**config.mk**
```make
export PLATFORM = sky130hd
export DESIGN_NAME = data_bus_arbiter_flat
export DESIGN_NICKNAME = d
export VERILOG_FILES = /design/src/rtl/data_bus_arbiter_pkg.sv /design/src/rtl/data_bus_arbiter_if.sv /design/src/rtl/data_bus_arbiter_rr_picker.sv /design/src/rtl/data_bus_arbiter.sv /design/src/flat_wrapper.sv
export SDC_FILE = /design/constraint.sdc
export NUM_CORES = 1
export LEC_CHECK = 0
export ABC_AREA = 1
export BUFFER_PORTS_ARGS = -buffer_cell sky130_fd_sc_hd__buf_4
export CAP_MARGIN = 20
export CORE_MARGIN = 2
export CORE_UTILIZATION = 30
export DETAILED_ROUTE_END_ITERATION = 6
export PLACE_DENSITY_LB_ADDON = 0.1
export SLEW_MARGIN = 20
export SYNTH_ARGS = -nofsm -noshare
export SYNTH_HDL_FRONTEND = slang
export SYNTH_HIERARCHICAL = 1
export SYNTH_SLANG_ARGS = --single-unit
```
**constraint.sdc**
```tcl
create_clock -name Clock -period 2.15 [get_ports Clock]
set_clock_uncertainty 0.15 [all_clocks]
set_input_delay 0.1075 -clock Clock [delete_from_list [all_inputs] [get_ports Clock]]
set_output_delay 0.1075 -clock Clock [all_outputs]
set_load 0.005 [all_outputs]
```
**src/rtl/data_bus_arbiter_pkg.sv**
```systemverilog
// Shared types and constants for the data bus arbiter.
//   arb_state_t  : arbiter FSM states
//   BUS_ERR_DATA : read data returned to a master whose transaction timed out
//   MAX_MASTERS  : largest supported number of bus masters
package bus_arb_pkg;

  typedef enum logic [1:0] {
    IDLE = 2'd0,
    WAIT = 2'd1,
    RESP = 2'd2
  } arb_state_t;

  localparam logic [15:0] BUS_ERR_DATA = 16'hDEAD;
  localparam int          MAX_MASTERS  = 4;

endpackage

```
**src/rtl/data_bus_arbiter_if.sv**
```systemverilog
// Master-side and bus-side signal bundle of the data bus arbiter.
//   MRead/MWrite      : per-master request strobes (held until MDone)
//   MAddr/MDataOut    : per-master address and write data
//   MDataIn           : read data shared by all masters
//   MDone/MErr        : per-master completion pulse and timeout flag
//   BusRead/BusWrite  : strobes towards avalon_bus
//   BusAddr/BusDataOut: address and write data towards avalon_bus
//   BusDataIn/BusDone : read data and completion pulse from avalon_bus
// modport slave  : the arbiter's view
// modport master : the view of the masters and the bus that surround it
interface data_bus_arbiter_if #(
  parameter int N = 2
);
  logic [N-1:0]       MRead;
  logic [N-1:0]       MWrite;
  logic [N-1:0][15:0] MAddr;
  logic [N-1:0][15:0] MDataOut;
  logic [15:0]        MDataIn;
  logic [N-1:0]       MDone;
  logic [N-1:0]       MErr;
  logic               BusRead;
  logic               BusWrite;
  logic [15:0]        BusAddr;
  logic [15:0]        BusDataOut;
  logic [15:0]        BusDataIn;
  logic               BusDone;

  modport slave (
    input  MRead, MWrite, MAddr, MDataOut, BusDataIn, BusDone,
    output MDataIn, MDone, MErr, BusRead, BusWrite, BusAddr, BusDataOut
  );

  modport master (
    output MRead, MWrite, MAddr, MDataOut, BusDataIn, BusDone,
    input  MDataIn, MDone, MErr, BusRead, BusWrite, BusAddr, BusDataOut
  );
endinterface

```
**src/rtl/data_bus_arbiter_rr_picker.sv**
```systemverilog
// Combinational round-robin picker.
//   req   : request vector, one bit per master
//   last  : index of the most recently served master
//   grant : first requesting index after last (wrapping mod N)
//   valid : at least one master is requesting
module rr_picker #(
  parameter int N = 2
) (
  input  logic [N-1:0]         req,
  input  logic [$clog2(N)-1:0] last,
  output logic [$clog2(N)-1:0] grant,
  output logic                 valid
);
  localparam int IDX_W = $clog2(N);

  logic [IDX_W-1:0] cand_s;

  // Scan candidates from farthest to nearest so the nearest requester after last wins.
  always_comb begin
    grant  = last;
    cand_s = last;
    for (int k = N; k >= 1; k--) begin
      cand_s = IDX_W'((int'(last) + k) % N);
      grant  = req[cand_s] ? cand_s : grant;
    end
    valid = |req;
  end
endmodule

```
**src/rtl/data_bus_arbiter.sv**
```systemverilog
// Round-robin arbiter sharing one data bus between N masters, one
// transaction at a time, with a timeout guard against hung slaves.
//   Clock  : system clock, rising edge
//   Reset  : asynchronous active-low reset
//   bus_if : master requests/responses and avalon_bus strobes (slave modport)
// The interface instance must be built with the same N as this module.
module data_bus_arbiter
  import bus_arb_pkg::*;
#(
  parameter int N       = 2,
  parameter int TIMEOUT = 1024
) (
  input  logic              Clock,
  input  logic              Reset,
  data_bus_arbiter_if.slave bus_if
);
  localparam int               IDX_W    = $clog2(N);
  localparam int               CNT_W    = $clog2(TIMEOUT + 1);
  localparam logic [CNT_W-1:0] CNT_LAST = CNT_W'(TIMEOUT - 1);
  localparam logic [N-1:0]     ONE_N    = {{(N-1){1'b0}}, 1'b1};

  arb_state_t       state_r;
  logic [IDX_W-1:0] last_r;
  logic [IDX_W-1:0] grant_r;
  logic [15:0]      addr_r;
  logic [15:0]      wdata_r;
  logic             bus_read_r;
  logic             bus_write_r;
  logic [CNT_W-1:0] cnt_r;
  logic [15:0]      mdata_in_r;
  logic [N-1:0]     mdone_r;
  logic [N-1:0]     merr_r;

  logic [N-1:0]     req_s;
  logic [IDX_W-1:0] pick_grant_s;
  logic             pick_valid_s;
  logic [N-1:0]     grant_oh_s;

  assign req_s      = bus_if.MRead | bus_if.MWrite;
  assign grant_oh_s = ONE_N << grant_r;

  rr_picker #(.N(N)) u_picker (
    .req   (req_s),
    .last  (last_r),
    .grant (pick_grant_s),
    .valid (pick_valid_s)
  );

  // Arbitration FSM: grant capture, bus strobes, timeout and completion pulse.
  always_ff @(posedge Clock or negedge Reset) begin
    if (!Reset) begin
      state_r     <= IDLE;
      last_r      <= IDX_W'(N - 1);
      grant_r     <= '0;
      addr_r      <= 16'h0000;
      wdata_r     <= 16'h0000;
      bus_read_r  <= 1'b0;
      bus_write_r <= 1'b0;
      cnt_r       <= '0;
      mdata_in_r  <= 16'h0000;
      mdone_r     <= '0;
      merr_r      <= '0;
    end else begin
      case (state_r)
        IDLE: begin
          mdone_r <= '0;
          merr_r  <= '0;
          if (pick_valid_s) begin
            grant_r     <= pick_grant_s;
            addr_r      <= bus_if.MAddr[pick_grant_s];
            wdata_r     <= bus_if.MDataOut[pick_grant_s];
            // A master raising both strobes gets a write; the read is dropped.
            bus_write_r <= bus_if.MWrite[pick_grant_s];
            bus_read_r  <= ~bus_if.MWrite[pick_grant_s];
            cnt_r       <= '0;
            state_r     <= WAIT;
          end else begin
            state_r <= IDLE;
          end
        end
        WAIT: begin
          cnt_r <= cnt_r + CNT_W'(1);
          if (bus_if.BusDone) begin
            // Writes leave the shared read-data register untouched.
            if (bus_read_r) begin
              mdata_in_r <= bus_if.BusDataIn;
            end else begin
              mdata_in_r <= mdata_in_r;
            end
            bus_read_r  <= 1'b0;
            bus_write_r <= 1'b0;
            mdone_r     <= grant_oh_s;
            merr_r      <= '0;
            last_r      <= grant_r;
            state_r     <= RESP;
          end else if (cnt_r == CNT_LAST) begin
            // This edge is the TIMEOUT-th WAIT edge without completion.
            mdata_in_r  <= BUS_ERR_DATA;
            bus_read_r  <= 1'b0;
            bus_write_r <= 1'b0;
            mdone_r     <= grant_oh_s;
            merr_r      <= grant_oh_s;
            last_r      <= grant_r;
            state_r     <= RESP;
          end else begin
            state_r <= WAIT;
          end
        end
        RESP: begin
          mdone_r <= '0;
          merr_r  <= '0;
          state_r <= IDLE;
        end
        default: begin
          bus_read_r  <= 1'b0;
          bus_write_r <= 1'b0;
          mdone_r     <= '0;
          merr_r      <= '0;
          state_r     <= IDLE;
        end
      endcase
    end
  end

  assign bus_if.BusRead    = bus_read_r;
  assign bus_if.BusWrite   = bus_write_r;
  assign bus_if.BusAddr    = addr_r;
  assign bus_if.BusDataOut = wdata_r;
  assign bus_if.MDataIn    = mdata_in_r;
  assign bus_if.MDone      = mdone_r;
  assign bus_if.MErr       = merr_r;
endmodule

```
**src/flat_wrapper.sv**
```systemverilog
// flat-port wrapper written by rule: the top's interface ports become plain ports
module data_bus_arbiter_flat import bus_arb_pkg::*;
#(
  parameter int N       = 2,
  parameter int TIMEOUT = 1024
)
  (Clock, Reset, bus_if_MRead, bus_if_MWrite, bus_if_MAddr, bus_if_MDataOut, bus_if_BusDataIn, bus_if_BusDone, bus_if_MDataIn, bus_if_MDone, bus_if_MErr, bus_if_BusRead, bus_if_BusWrite, bus_if_BusAddr, bus_if_BusDataOut);
  data_bus_arbiter_if #(.N(N)) bus_if_i ();
  input  logic Clock;
  input  logic Reset;
  input wire logic [$bits(bus_if_i.MRead)-1:0] bus_if_MRead;
  input wire logic [$bits(bus_if_i.MWrite)-1:0] bus_if_MWrite;
  input wire logic [$bits(bus_if_i.MAddr)-1:0] bus_if_MAddr;
  input wire logic [$bits(bus_if_i.MDataOut)-1:0] bus_if_MDataOut;
  input wire logic [$bits(bus_if_i.BusDataIn)-1:0] bus_if_BusDataIn;
  input wire logic [$bits(bus_if_i.BusDone)-1:0] bus_if_BusDone;
  output wire logic [$bits(bus_if_i.MDataIn)-1:0] bus_if_MDataIn;
  output wire logic [$bits(bus_if_i.MDone)-1:0] bus_if_MDone;
  output wire logic [$bits(bus_if_i.MErr)-1:0] bus_if_MErr;
  output wire logic [$bits(bus_if_i.BusRead)-1:0] bus_if_BusRead;
  output wire logic [$bits(bus_if_i.BusWrite)-1:0] bus_if_BusWrite;
  output wire logic [$bits(bus_if_i.BusAddr)-1:0] bus_if_BusAddr;
  output wire logic [$bits(bus_if_i.BusDataOut)-1:0] bus_if_BusDataOut;
  assign bus_if_i.MRead = bus_if_MRead;
  assign bus_if_i.MWrite = bus_if_MWrite;
  assign bus_if_i.MAddr = bus_if_MAddr;
  assign bus_if_i.MDataOut = bus_if_MDataOut;
  assign bus_if_i.BusDataIn = bus_if_BusDataIn;
  assign bus_if_i.BusDone = bus_if_BusDone;
  assign bus_if_MDataIn = bus_if_i.MDataIn;
  assign bus_if_MDone = bus_if_i.MDone;
  assign bus_if_MErr = bus_if_i.MErr;
  assign bus_if_BusRead = bus_if_i.BusRead;
  assign bus_if_BusWrite = bus_if_i.BusWrite;
  assign bus_if_BusAddr = bus_if_i.BusAddr;
  assign bus_if_BusDataOut = bus_if_i.BusDataOut;
  data_bus_arbiter #(.N(N), .TIMEOUT(TIMEOUT)) u_core (.Clock(Clock), .Reset(Reset), .bus_if(bus_if_i));
endmodule
```
Word level (Yosys, flattened, before mapping). Index checks and enable logic that the tools add are counted. W data, S select, Z words.

Register bits: 69. Logic and storage cells: 70. Input port bits: 87.

$lt $le $gt $ge: 3. Bitwise gates (word level): 3. Eq/ne operators: 6. Reductions and logical operators: 9. $add $sub $neg: 3. Muxes and demuxes: 34. Shifts and indexed selects: 1.

Operators by type and width (count): $mux W16 (7); $pmux W11 S2 (1); $mux W1 (15); $mux W2 (7); $add A11 B1 Y11 const B (1); $eq A11 B10 Y1 const B (1); $mux W11 (1); $lt A1 B2 Y1 const B (3); $pmux W1 S3 (2); $reduce_and A2 Y1 (3); $reduce_and A3 Y1 (2); $ne A2 B1 Y1 const B (2); $pmux W2 S2 (1); $reduce_bool A2 Y1 (2); $ne A3 B2 Y1 const B (1); $add A1 B1 Y1 const B (2); $eq A2 B1 Y1 const B (1); $eq A2 B2 Y1 const B (1); $logic_not A2 Y1 (1); $not A1 Y1 (2); $or A2 B2 Y2 (1); $reduce_or A2 Y1 (1); $shl A1 B1 Y2 const A (1).

Longest topological paths before layout. Gate-level depths: netlist of run 1.

Word-level depth: 10. Gate-level depth with buffers: 11. Mapped depth without buffers: 10.

Hierarchy. Netlist of run 1, hierarchy kept.

By module, submodules not included: data_bus_arbiter (area each 3284.4 µm², instances 1, cells each 399); rr_picker (area each 25.0 µm², instances 1, cells each 6).

Worst setup path before layout of run 1. OpenSTA, ideal clock, no wires.

Kind: reg-to-reg. From: register u_core.last_r. To: register u_core.wdata_r[14], in the netlist u_core/bus_if.BusDataOut[14]. Library setup time: 0.082 ns. Cell stages (with the launch flop): 9. Setup slack: 0.572 ns. Period minus slack after synthesis: 1.578 ns. Buffers on the path: 2. Arrival: 1.346 ns. Cells stage by stage: dfstp_2 inv_1 nand2_1 nand2_1 buf_2 clkinv_1 clkbuf_1 nand2_1 a31oi_1.

Word-level cells in the longest chain between the ends: 7.

RTL lines: start: declaration (RTL line data_bus_arbiter.sv:23) `logic [IDX_W-1:0] last_r;`; start signal: assignment (RTL line data_bus_arbiter.sv:53) `last_r <= IDX_W'(N - 1);`; start signal: assignment (RTL line data_bus_arbiter.sv:94) `last_r <= grant_r;`; start signal: assignment (RTL line data_bus_arbiter.sv:103) `last_r <= grant_r;`; $add A1 B1 Y1 (RTL line data_bus_arbiter_rr_picker.sv:23) `cand_s = IDX_W'((int'(last) + k) % N);`; $mux W1 (implied by the code) (2 in series) (RTL line data_bus_arbiter_rr_picker.sv:24) `grant = req[cand_s] ? cand_s : grant;`; $mux W1 (RTL line data_bus_arbiter_rr_picker.sv:24); $mux W1 * (RTL line data_bus_arbiter_rr_picker.sv:24); via u_core.pick_grant_s (RTL line data_bus_arbiter.sv:35) `logic [IDX_W-1:0] pick_grant_s;`; $mux W16 (implied by the code) * (2 in series) (RTL line data_bus_arbiter.sv:71) `wdata_r <= bus_if.MDataOut[pick_grant_s];`; end signal: assignment (RTL line data_bus_arbiter.sv:71); end: declaration (RTL line data_bus_arbiter.sv:26) `logic [15:0] wdata_r;`.

Mark *: on every way through the listed nets, which the timed path passes. The rest lies on a longest branch. The select of a mux whose other input is x is not followed. A chain may end at the register's enable or synchronous reset.

Final worst setup path of run 1.
From: input port bus_if_MWrite[1]. To: register u_core.addr_r[9], in the netlist u_core/bus_if.BusAddr[9].

RTL lines: start: declaration (RTL line flat_wrapper.sv:12) `input wire logic [$bits(bus_if_i.MWrite)-1:0] bus_if_MWrite;`; $or A2 B2 Y2 (RTL line data_bus_arbiter.sv:39) `assign req_s = bus_if.MRead | bus_if.MWrite;`; via u_core.req_s[1] (RTL line data_bus_arbiter.sv:34) `logic [N-1:0] req_s;`; $reduce_or A2 Y1 (RTL line data_bus_arbiter_rr_picker.sv:26) `valid = |req;`; via u_core.pick_valid_s (RTL line data_bus_arbiter.sv:36) `logic pick_valid_s;`; $reduce_and A2 Y1 (no source line); end signal: assignment (RTL line data_bus_arbiter.sv:70) `addr_r <= bus_if.MAddr[pick_grant_s];`; end: declaration (RTL line data_bus_arbiter.sv:25) `logic [15:0] addr_r;`.

The timed path passes the listed nets, and every way through them passes these cells. The select of a mux whose other input is x is not followed.

==> results.tsv, run 1 <==
stage	metric	value	unit
synth	syn_inst	405	
global_routing	grt_pass1_vias	3639	
sta	hold_viol	0	
sta	setup_tns	0	ns
setup_path	required	2.20	ns
synth	synth-seq-area-share	0.5221	
cells_and_area	syn_to_final_growth	68.58	%
floorplanning	initial_utilization	0.3066	
setup_path	endpoint	u_core/bus_if.BusAddr[9]	
synth	syn_area_per_cell	8.171	sq um
cells_and_area	fillers	1011	
sta	worst_hold_slack	0.01885	ns
cts	cts_tree	done	
setup_path	rr_startpoint	u_core/cnt_r[0]	
synth	synth_top_family_by_area	simple AND/OR/NAND/NOR gates	
power_and_ir_drop	p_per_area	1091	nW/um^2
global_routing	grt_usage	0.1768	
power_and_ir_drop	ir_drop	453.9	uV
synth	synth-adder-area-share	0.003781	
cts	clk_pin_slew	0.08	ns
setup_path	crit_arrival	2.02	ns
route	drtPass1Iterations	5	
cells_and_area	antennaDiodeCount	0	
route	drt_wl_total	10090	microns
synth	synth-simple-area-share	0.3308	
cts	cts_setup_buffers	0	
cts	cts_sinks	69	
setup_path	r2r-end	u_core/bus_if.MDataIn[4]	
synth	synth-xor-area-share	0	
power_and_ir_drop	leakage	0.002737	uW
place	io_buffer_count	140	
floorplanning	die_area	11890	sq um
global_routing	grt_overflow_total	0	
place	gp_congestion	0.7927	
sta	fin_crit_sh	0.9154	
cells_and_area	nets	717	
setup_path	r2r_setup_slack	0.37	ns
place	hpwl	6370	microns
setup_path	cp-startpoint	bus_if_MWrite[1]	
setup_path	crit_fanout	26	
cells_and_area	layout.cells.non_filler	774	
global_routing	grt_start_max_net_pins	70	
cells_and_area	final_cell_mix	146 x buf_4, 146 x nand2_1, 87 x dlygate4sd3_1	
floorplanning	coreArea	10790	sq um
sta	rsz0062_at_grt	no	
synth	ys_types	26	
floorplanning	io_pins	141	
global_routing	antenna_found_initial	0	
synth	syn_nets	493	
setup_path	worstSetupPathType	in2reg	
sta	finalMaxSlewViolations	0	
setup_path	r2r_cells	8	
route	vias_per_cell	4.566	
synth	synthMuxAreaShare	0	
synth	synth_compound_area_frac	0.08166	
cells_and_area	multi_input_comb_area	1378	sq um
sta	clock.fmax	0.5081	GHz
synth	ys_ff_latch	69	
place	place_area	4472	sq um
job	max_cap_viol_count	0	
synth	netlist_area	3309	sq um
cts	root_buffer	clkbuf_8	
min_path	min_from	bus_if_MWrite[0]	
cells_and_area	final_area	5579	sq um
cts	numCtsBuffers	9	
route	drtIter0Drc	168	
cts	clock_latency	0.33	ns
place	dp_cells	671	
min_path	min_path_cells	6	
setup_path	cp-start-kind	primary input	
sta	max_slew_margin	0.4075	
route	avgRoutedWirePerCell	13.04	microns
setup_path	end_kind	flop	
sta	setup_viol	0	
min_path	hp-class	in2reg	
floorplanning	die_h	109.0	microns
outcome	status	completed	
route	vias	3534	
global_routing	grt_pass1_wl	16660	microns
cts	clock_path_buffers	2	
route	antenna_left	0	
cells_and_area	register_area	1728	sq um
sta	finalCriticalPeriod	1.968	ns
synth	yosysWarnings	6	
floorplanning	die_w	109.0	microns
cells_and_area	layout-drive-gt1-share	0.3013	
route	drcViolationCount	0	
sta	worst_pin_slew	0.8887	ns
floorplanning	fp-row-count	38	
cts	ctsHtreeMaxLevel	3	
## critical path, cell delays in order
cell and delay, ns:
dlygate4sd3_1 0.54, buf_4 0.14, or2_2 0.30, or2_1 0.24, nand2_2 0.16, inv_4 0.13, buf_4 0.24, nor2_1 0.12
a31oi_1 0.05
## cell usage after synthesis, drive strengths merged
master / n / area share
inv: 19 / 0.022
a21oi: 4 / 0.0060
clkinv: 1 / 0.0011
buf: 14 / 0.031
dfstp: 1 / 0.0079
nand2: 151 / 0.18
nand4: 18 / 0.034
nand3: 15 / 0.028
clkbuf: 7 / 0.0079
dfrtp: 68 / 0.51
or2: 15 / 0.029
ha: 1 / 0.0038
a31oi: 32 / 0.060
o21ai: 10 / 0.015
nor2: 49 / 0.063
## registers in the layout (all words and copies together) (netlist names)
signal,flops
u_core/last_r,1
u_core/bus_if.BusWrite,1
u_core/bus_if.MErr,2
u_core/bus_if.BusRead,1
u_core/cnt_r,11
u_core/grant_r,1
u_core/bus_if.BusDataOut,16
u_core/bus_if.MDataIn,16
u_core/state_r,2
u_core/bus_if.MDone,2
u_core/bus_if.BusAddr,16
## metal layers
layer  track usage  part of all wire
met1        0.2203              0.43
met2        0.2995              0.49
met3       0.04184             0.066
met4       0.06044             0.014
met5             0                 0
## report_power, final
| part | internal (uW) | switching [uW] | total (uW) |
|---|---|---|---|
| registers | 1850 | 349 | 2200 |
| clock network | 717 | 501 | 1220 |
| logic | 1310 | 1350 | 2670 |
| total | 3880 | 2200 | 6080 |
## final cells by class
cell class | instances | area share
multi-input cells | 295 | 0.2469
clock inverters | 5 | 0.01480
inverters | 20 | 0.01390
well taps | 140 | 0.03140
clock buffers | 11 | 0.02714
repair buffers | 234 | 0.3561
flip-flops and latches | 69 | 0.3097
## worst min path at each step
stage                                          end  slack [ns]
after global routing         u_core/bus_if.BusRead        0.04
after floorplan           u_core/bus_if.BusAddr[0]       -0.34
after detailed placement  u_core/bus_if.MDataIn[1]        0.16
after CTS                    u_core/bus_if.BusRead       0.002
after global placement    u_core/bus_if.MDataIn[1]        0.16
final                        u_core/bus_if.BusRead        0.02
## cells by family (layout without fill, tap and decap cells)
group | after synthesis | after routing
AOI/OAI and AO/OA | 46 | 46
buffers and inverters | 41 | 270
adders and majority gates | 1 | 1
DFF | 69 | 69
and+or+nand+nor | 248 | 248
## stage by stage
stage | setup slack, ns | power [uW] | util
6_report | 0.1820 | 6084 | 0.5169
5_1_grt | 0.04387 | 6617 | 0.5169
4_1_cts | 0.1477 | 6157 | 0.5167
3_5_place_dp | 0.3210 | 4786 | 0.4143
3_3_place_gp | 0.3516 | 4747 | 0.4143
2_1_floorplan | 0.5719 | 3560 | -
## what timing repair did
action | 4_1_cts | 5_1_grt
endpoints found under the setup margin | 0 | 1
hold endpoints to repair | 117 | 0
gates resized for setup | 0 | 2
hold buffers | 87 | 0
(Power assumes the default switching activity.)
==> inputs of run 2 (changes only) <==
- SYNTH_HIERARCHICAL: 1 -> not set
==> run 2 against run 1 <==
Via count decreased by 2.6%. Global-route usage grew 0.73 points. Non-clock buffer count increased by 6. Clock power is essentially flat. Worst setup slack lost 0.033 ns. Die area shrank 3.4%. First-iteration DRC count down 15%. Synthesized cell count fell by 5.2%. Critical path type is now reg2reg. Critical endpoint is now u_core.bus_if.BusDataOut[0].
==> results.tsv, run 2 <==
stage	metric	value	unit	change
outcome	status	completed		
setup_path	crit_buf_inv	3		-1
min_path	min_path_cells	4		-2
synth	synth.area.top_cells	dfrtp_1 53%, nand2_1 12%, o21ai_0 10%		
cts	clock_path_buffers	2		unchanged
floorplanning	coreArea	10320	sq um	-4.3%
synth	syn_inst	384		-5.2%
cts	clock_latency	0.34	ns	about the same
power_and_ir_drop	p_switching	2321	uW	+5.4%
sta	setup_viol	0		unchanged
cells_and_area	nets	703		-2.0%
cells_and_area	antennaDiodeCount	0		unchanged
floorplanning	die_w	107.2	microns	-1.7%
setup_path	rr_startpoint	u_core.last_r		
cells_and_area	post-route-util	0.5373		+0.02034
sta	hold_viol	0		unchanged
power_and_ir_drop	combPwrFrac	0.469		+0.031
sta	worst_pin_slew	0.4635	ns	-0.4252 ns
setup_path	max_stage_delay	0.55	ns	about the same
synth	synthTopCellsByCount	101 x nand2_1, 68 x dfrtp_1, 66 x o21ai_0		
min_path	min_from	bus_if_MWrite[0]		
route	drtPass1Iterations	4		-1
setup_path	crit_arrival	2.07	ns	+0.05 ns
cts	clk_pin_slew	0.08	ns	about the same
setup_path	r2r-end	u_core.bus_if.BusDataOut[0]		
setup_path	crit_slowest_cell	dfstp_2		
route	antenna_left	0		unchanged
cts	cts_sinks	69		unchanged
global_routing	grt_overflow_total	0		unchanged
floorplanning	die_h	107.2	microns	-1.7%
synth	syn_area_per_cell	8.319	sq um	+1.8%
route	drtIter0Drc	142		-15%
synth	syn_nets	472		-4.3%
sta	clock.fmax	0.4999	GHz	-1.6%
synth	synth-seq-area-share	0.5409		+0.01882
floorplanning	die_area	11490	sq um	-3.4%
place	hpwl	6512	microns	+2.2%
setup_path	r2r_cells	7		-1
synth	yosysWarnings	0		-6
power_and_ir_drop	seqPwrFrac	0.345		-0.017
setup_path	cp_num_cells	7		-2
job	max_cap_viol_count	0		unchanged
synth	ys_ff_latch	69		unchanged
route	vias_per_cell	4.554		-0.26%
setup_path	crit_fanout	13		-50%
sta	worst_hold_slack	0.01763	ns	-0.001225 ns
global_routing	grt_pass1_vias	3456		-5.0%
sta	finalMaxSlewViolations	0		unchanged
synth	netlist_area	3194	sq um	-3.5%
cells_and_area	final_common_cell	buf_4		
setup_path	required	2.22	ns	+0.02 ns
cts	cts_setup_buffers	0		unchanged
global_routing	grt_pass1_wl	16770	microns	+0.62%
place	gp_congestion	0.7746		-2.3%
power_and_ir_drop	p_per_area	1158	nW/um^2	+6.2%
place	io_buffer_count	140		unchanged
setup_path	cp_top_family	buffers and inverters		
synth	synth-edff-count	0		unchanged
power_and_ir_drop	p_sw_frac	0.3614		-0.0005807
power_and_ir_drop	ir_drop	550.2	uV	+21%
sta	setup_tns	0	ns	unchanged
route	drt_wl_total	10170	microns	+0.82%
route	vias	3443		-2.6%
cells_and_area	syn_to_final_growth	73.64	%	
sta	rsz0062_at_grt	no		
power_and_ir_drop	power_frac_clock	0.186		-0.014
min_path	hp-class	in2reg		
global_routing	antenna_found_initial	0		unchanged
cts	cts_tree	done		
power_and_ir_drop	cellInternalPower	4102	uW	+5.7%
cts	numCtsBuffers	9		unchanged
setup_path	cp-startpoint	u_core.last_r		
floorplanning	initial_utilization	0.3094		+0.002786
synth	synth_area_leader_cell	dfrtp_1		
floorplanning	fp-row-count	37		-2.6%
floorplanning	io_pins	141		unchanged
setup_path	r2r_setup_slack	0.15	ns	-0.22 ns
setup_path	worstPathCellList	inv_1 -> nand2_1 -> nand2_2 -> buf_6 -> o21ai_0 -> o21ai_1 -> dlygate4sd3_1		
synth	synth.most_common_cell	nand2_1		
power_and_ir_drop	leakage	0.002701	uW	-1.3%
synth	async_reset_ff_frac	1.000		unchanged
sta	max_slew_margin	0.6910		+0.2834
sta	fin_crit_sh	0.9305		+0.01514
cts	ctsHtreeMaxLevel	3		unchanged
cells_and_area	layout-drive-gt1-share	0.3048		+0.003577
setup_path	cp-start-kind	flop		
synth	ys_types	27		+3.8%
min_path	hold_end	u_core.bus_if.BusRead		
global_routing	grt_start_max_net_pins	39		-44%
route	drcViolationCount	0		unchanged
setup_path	worstSetupPathType	reg2reg		
sta	finalCriticalPeriod	2.001	ns	+0.03255 ns
cells_and_area	final_cell_mix	148 x buf_4, 100 x nand2_1, 89 x dlygate4sd3_1		
synth	yosysTopAreaCellShare	0.5327		+0.01853
setup_path	end_kind	flop		
cts	root_buffer	clkbuf_8		
route	avgRoutedWirePerCell	13.46	microns	+3.2%
global_routing	grt_usage	0.1841		+0.007304
synth	synthFlopType	dfrtp_1		
[run 2: area by class of cell]
class	instances	area (sq um)
clock inverters	6	86.33
repair buffers	240	2053
inverters	11	43.79
well taps	136	170.2
multi-input cells	284	1328
fillers	963	4777
flip-flops and latches	69	1728
clock buffers	10	137.6
[run 2: power groups by stage]
stage	registers, uW	logic [uW]	clock network (uW)
floorplan	2220	1270	0
global placement	2230	2640	0
detailed placement	2230	2660	0
CTS	2220	3010	1230
global route	2280	3360	1290
finish	2220	3010	1190
[run 2: through the flow]
stage          instance area, sq um  total power (uW)  std cells  setup WS [ns]
2_1_floorplan                  3194              3496        384         0.5991
3_3_place_gp                   4420              4865        651         0.4403
4_1_cts                        5535              6462        756         0.1117
3_5_place_dp                   4420              4891        651         0.3625
6_report                       5547              6423        756         0.1494
5_1_grt                        5547              6936        756        0.01161
[run 2: cells by family (layout without fill, tap and decap cells)]
family	count (synthesis)	in the layout	share of synthesized area
AOI/OAI and AO/OA	84	84	0.1324
DFF	69	69	0.5409
adders and majority gates	1	1	0.003916
buffers and inverters	31	267	0.04504
and+or+nand+nor	199	199	0.2777
[run 2: tightest hold or removal path, cell delays in order]
cell     delay [ns]
buf_4          0.09
o21ai_0        0.10
nand3_1        0.09
o21ai_0        0.08
[run 2: how the worst max path moves through the flow]
| stage | to |
|---|---|
| finish | u_core.bus_if.BusDataOut[0] |
| global route | u_core.bus_if.BusDataOut[2] |
| CTS | u_core.bus_if.BusDataOut[5] |
| detailed placement | u_core.bus_if.MDataIn[4] |
| global placement | u_core.bus_if.MDataIn[4] |
| floorplan | u_core.bus_if.MDataIn[13] |
[run 2: layer usage]
layer,wire [microns],GRT usage,share of wire,vias to the layer above
met3,568,0.05593,0.056,9
met5,0,0,0,-
met2,5140,0.3124,0.51,101
met1,4358,0.2281,0.43,1599
li1,-,-,-,1734
met4,106,0.04545,0.010,0
[run 2: what timing repair did]
action                                 CTS  global route
hold buffers                            89             0
setup endpoints to repair                0            12
endpoints found under the hold margin  119             0
gates resized for setup                  0             8
==> inputs of run 3 (changes only) <==
- CORE_ASPECT_RATIO: not set -> 0.6
==> run 3 against run 2 <==
Core utilization is 1.2 points lower. Clock-buffer cell count is 2 higher. Combinational power is 9.0% lower. Sequential cell count stayed put. Sequential power hardly changed. Via count is 1.3% higher. Routed wire length is 5.1% higher. Power is 0.81% higher. First-iteration DRC count is 22% higher. Worst setup slack better by 0.16 ns. Clock power is 27% higher. Cell count is 1.2% lower. Largest cell class unchanged.
==> results.tsv, run 3 (synthesis results as in run 2) <==
stage	metric	value	unit	change
outcome	status	completed		
floorplanning	io_pins	141		unchanged
setup_path	rr_startpoint	u_core.last_r		
cts	ctsHtreeMaxLevel	3		unchanged
cts	cts_sinks	69		unchanged
power_and_ir_drop	cellInternalPower	4119	uW	+0.42%
min_path	hp-class	in2reg		
route	antenna_left	0		unchanged
route	drcViolationCount	0		unchanged
setup_path	end_kind	flop		
cells_and_area	final_common_cell	buf_4		
power_and_ir_drop	combPwrFrac	0.423		-0.046
sta	fin_crit_sh	0.8553		-0.07516
cells_and_area	syn_to_final_growth	71.92	%	
place	gp_congestion	0.7632		-1.5%
setup_path	cp-start-kind	flop		
floorplanning	die_w	137.2	microns	+28%
power_and_ir_drop	leakage	0.002687	uW	-0.50%
sta	rsz0062_at_grt	no		
setup_path	max_stage_delay	0.56	ns	about the same
power_and_ir_drop	seqPwrFrac	0.344		about the same
global_routing	grt_overflow_total	0		unchanged
job	max_cap_viol_count	0		unchanged
power_and_ir_drop	ir_drop	501.9	uV	-8.8%
sta	clock.fmax	0.5438	GHz	+8.8%
min_path	min_from	bus_if_BusDataIn[2]		
cells_and_area	fillers	992		+3.0%
global_routing	grt_pass1_vias	3540		+2.4%
cells_and_area	final_cell_mix	148 x buf_4, 101 x nand2_1, 79 x dlygate4sd3_1		
floorplanning	initial_utilization	0.3057		-0.003742
cts	clk_pin_slew	0.06	ns	-0.02 ns
sta	max_slew_margin	0.5836		-0.1073
global_routing	antenna_found_initial	0		unchanged
setup_path	worstSetupPathType	reg2reg		
place	io_buffer_count	140		unchanged
sta	finalCriticalPeriod	1.839	ns	-0.1616 ns
setup_path	crit_top_cell	nand2_1		
setup_path	worstPathCellList	inv_1 -> nand2_1 -> nand2_1 -> inv_2 -> nor2_1 -> o21ai_0		
power_and_ir_drop	p_per_area	1179	nW/um^2	+1.8%
cts	clock_latency	0.33	ns	about the same
power_and_ir_drop	p_sw_frac	0.3638		+0.002476
cts	clock_path_buffers	2		unchanged
setup_path	crit_fanout	32		+19
global_routing	grt_usage	0.1931		+0.009029
route	vias	3489		+1.3%
sta	hold_viol	0		unchanged
setup_path	required	2.24	ns	+0.02 ns
floorplanning	coreArea	10450	sq um	+1.2%
sta	setup_viol	0		unchanged
cts	cts_tree	done		
setup_path	crit_slowest_cell	dfstp_2		
place	hpwl	6709	microns	+3.0%
cts	root_buffer	clkbuf_16		
sta	setup_tns	0	ns	unchanged
global_routing	grt_start_max_net_pins	50		+28%
place	dpl_worst_slack	0.3335	ns	-0.02902 ns
setup_path	crit_arrival	1.93	ns	-0.14 ns
route	vias_per_cell	4.671		+2.6%
route	drt_wl_total	10690	microns	+5.1%
power_and_ir_drop	power_frac_clock	0.234		+0.048
setup_path	cp-startpoint	u_core.last_r		
floorplanning	die_h	83.93	microns	-22%
sta	setup_slack	0.3110	ns	+0.1616 ns
floorplanning	fp-row-count	29		-22%
sta	worst_pin_slew	0.6236	ns	+0.1601 ns
power_and_ir_drop	p_switching	2356	uW	+1.5%
cells_and_area	nets	691		-1.7%
cells_and_area	layout-drive-gt1-share	0.3026		-0.002207
sta	finalMaxSlewViolations	0		unchanged
route	avgRoutedWirePerCell	14.31	microns	+6.4%
cts	numCtsBuffers	9		unchanged
cells_and_area	antennaDiodeCount	0		unchanged
floorplanning	die_area	11520	sq um	+0.24%
route	drtPass1Iterations	4		unchanged
global_routing	grt_pass1_wl	17310	microns	+3.3%
route	drtIter0Drc	173		+22%
==> run 3: cell count changes in the layout (fill, tap and decap cells not counted), moves of 3 or more <==
cell           change
clkbuf_16          +9
o21ai_1            -3
dlygate4sd3_1     -10
o21ai_0            +3
clkbuf_8           -8
==> run 3: layer usage <==
metal	GRT usage	part of all wire
met1	0.2523	0.46
met2	0.3030	0.46
met3	0.06557	0.056
met4	0.05623	0.018
met5	0	0
==> run 3: critical path: cells and delay by family, from the launching register on <==
family | cells | cell delay (ns)
buffers and inverters | 2 | 0.52
AO/OA/AOI/OAI | 1 | 0.21
flip-flops | 1 | 0.56
AND/OR/NAND/NOR | 3 | 0.31
==> run 3: cell type report <==
class | instances | area (sq um) | share of cell area
sequential | 69 | 1728 | 0.3147
timing repair buffer | 228 | 1922 | 0.3500
clock inverter | 4 | 47.55 | 0.008658
multi-input combinational | 284 | 1323 | 0.2408
clock buffer | 12 | 256.5 | 0.04671
tap | 139 | 173.9 | 0.03167
inverter | 11 | 41.29 | 0.007519
==> run 3: per-stage QoR <==
stage / instance area [sq um] / util / total power, uW / cells / hold slack [ns]
4_1_cts: 5492 / 0.5255 / 6529 / 747 / 0.001457
3_3_place_gp: 4397 / 0.4207 / 4827 / 652 / -0.1326
6_report: 5492 / 0.5255 / 6475 / 747 / 0.01703
3_5_place_dp: 4397 / 0.4207 / 4873 / 652 / -0.1303
5_1_grt: 5492 / 0.5255 / 6994 / 747 / 0.01219
2_1_floorplan: 3194 / - / 3496 / 384 / -0.3381
==> run 3: what timing repair did <==
action / 4_1_cts / 5_1_grt
gates resized for setup: 0 / 0
setup buffers: 0 / 0
hold buffers: 79 / 0
endpoints found under the hold margin: 114 / 0
==> run 3: final timing paths <==
check / endpoint / slack (ns) / cells past startpoint
hold reg to reg: u_core.bus_if.MDataIn[6] / 0.32 / 2
setup / recovery: u_core.bus_if.BusDataOut[14] / 0.31 / 6
min in group asynchronous: u_core.bus_if.BusDataOut[11] / 0.06 / 2
hold / removal: u_core.bus_if.MDataIn[2] / 0.02 / 4
max in group asynchronous: u_core.last_r / 1.17 / 3
setup reg to reg: u_core.bus_if.BusDataOut[14] / 0.31 / 6
==> run 3: power groups by stage <==
stage | combinational, uW | sequential, uW | clock (uW)
6_report | 2740 | 2230 | 1510
5_1_grt | 3080 | 2290 | 1620
4_1_cts | 2750 | 2230 | 1550
3_5_place_dp | 2640 | 2230 | 0
3_3_place_gp | 2600 | 2230 | 0
2_1_floorplan | 1270 | 2220 | 0
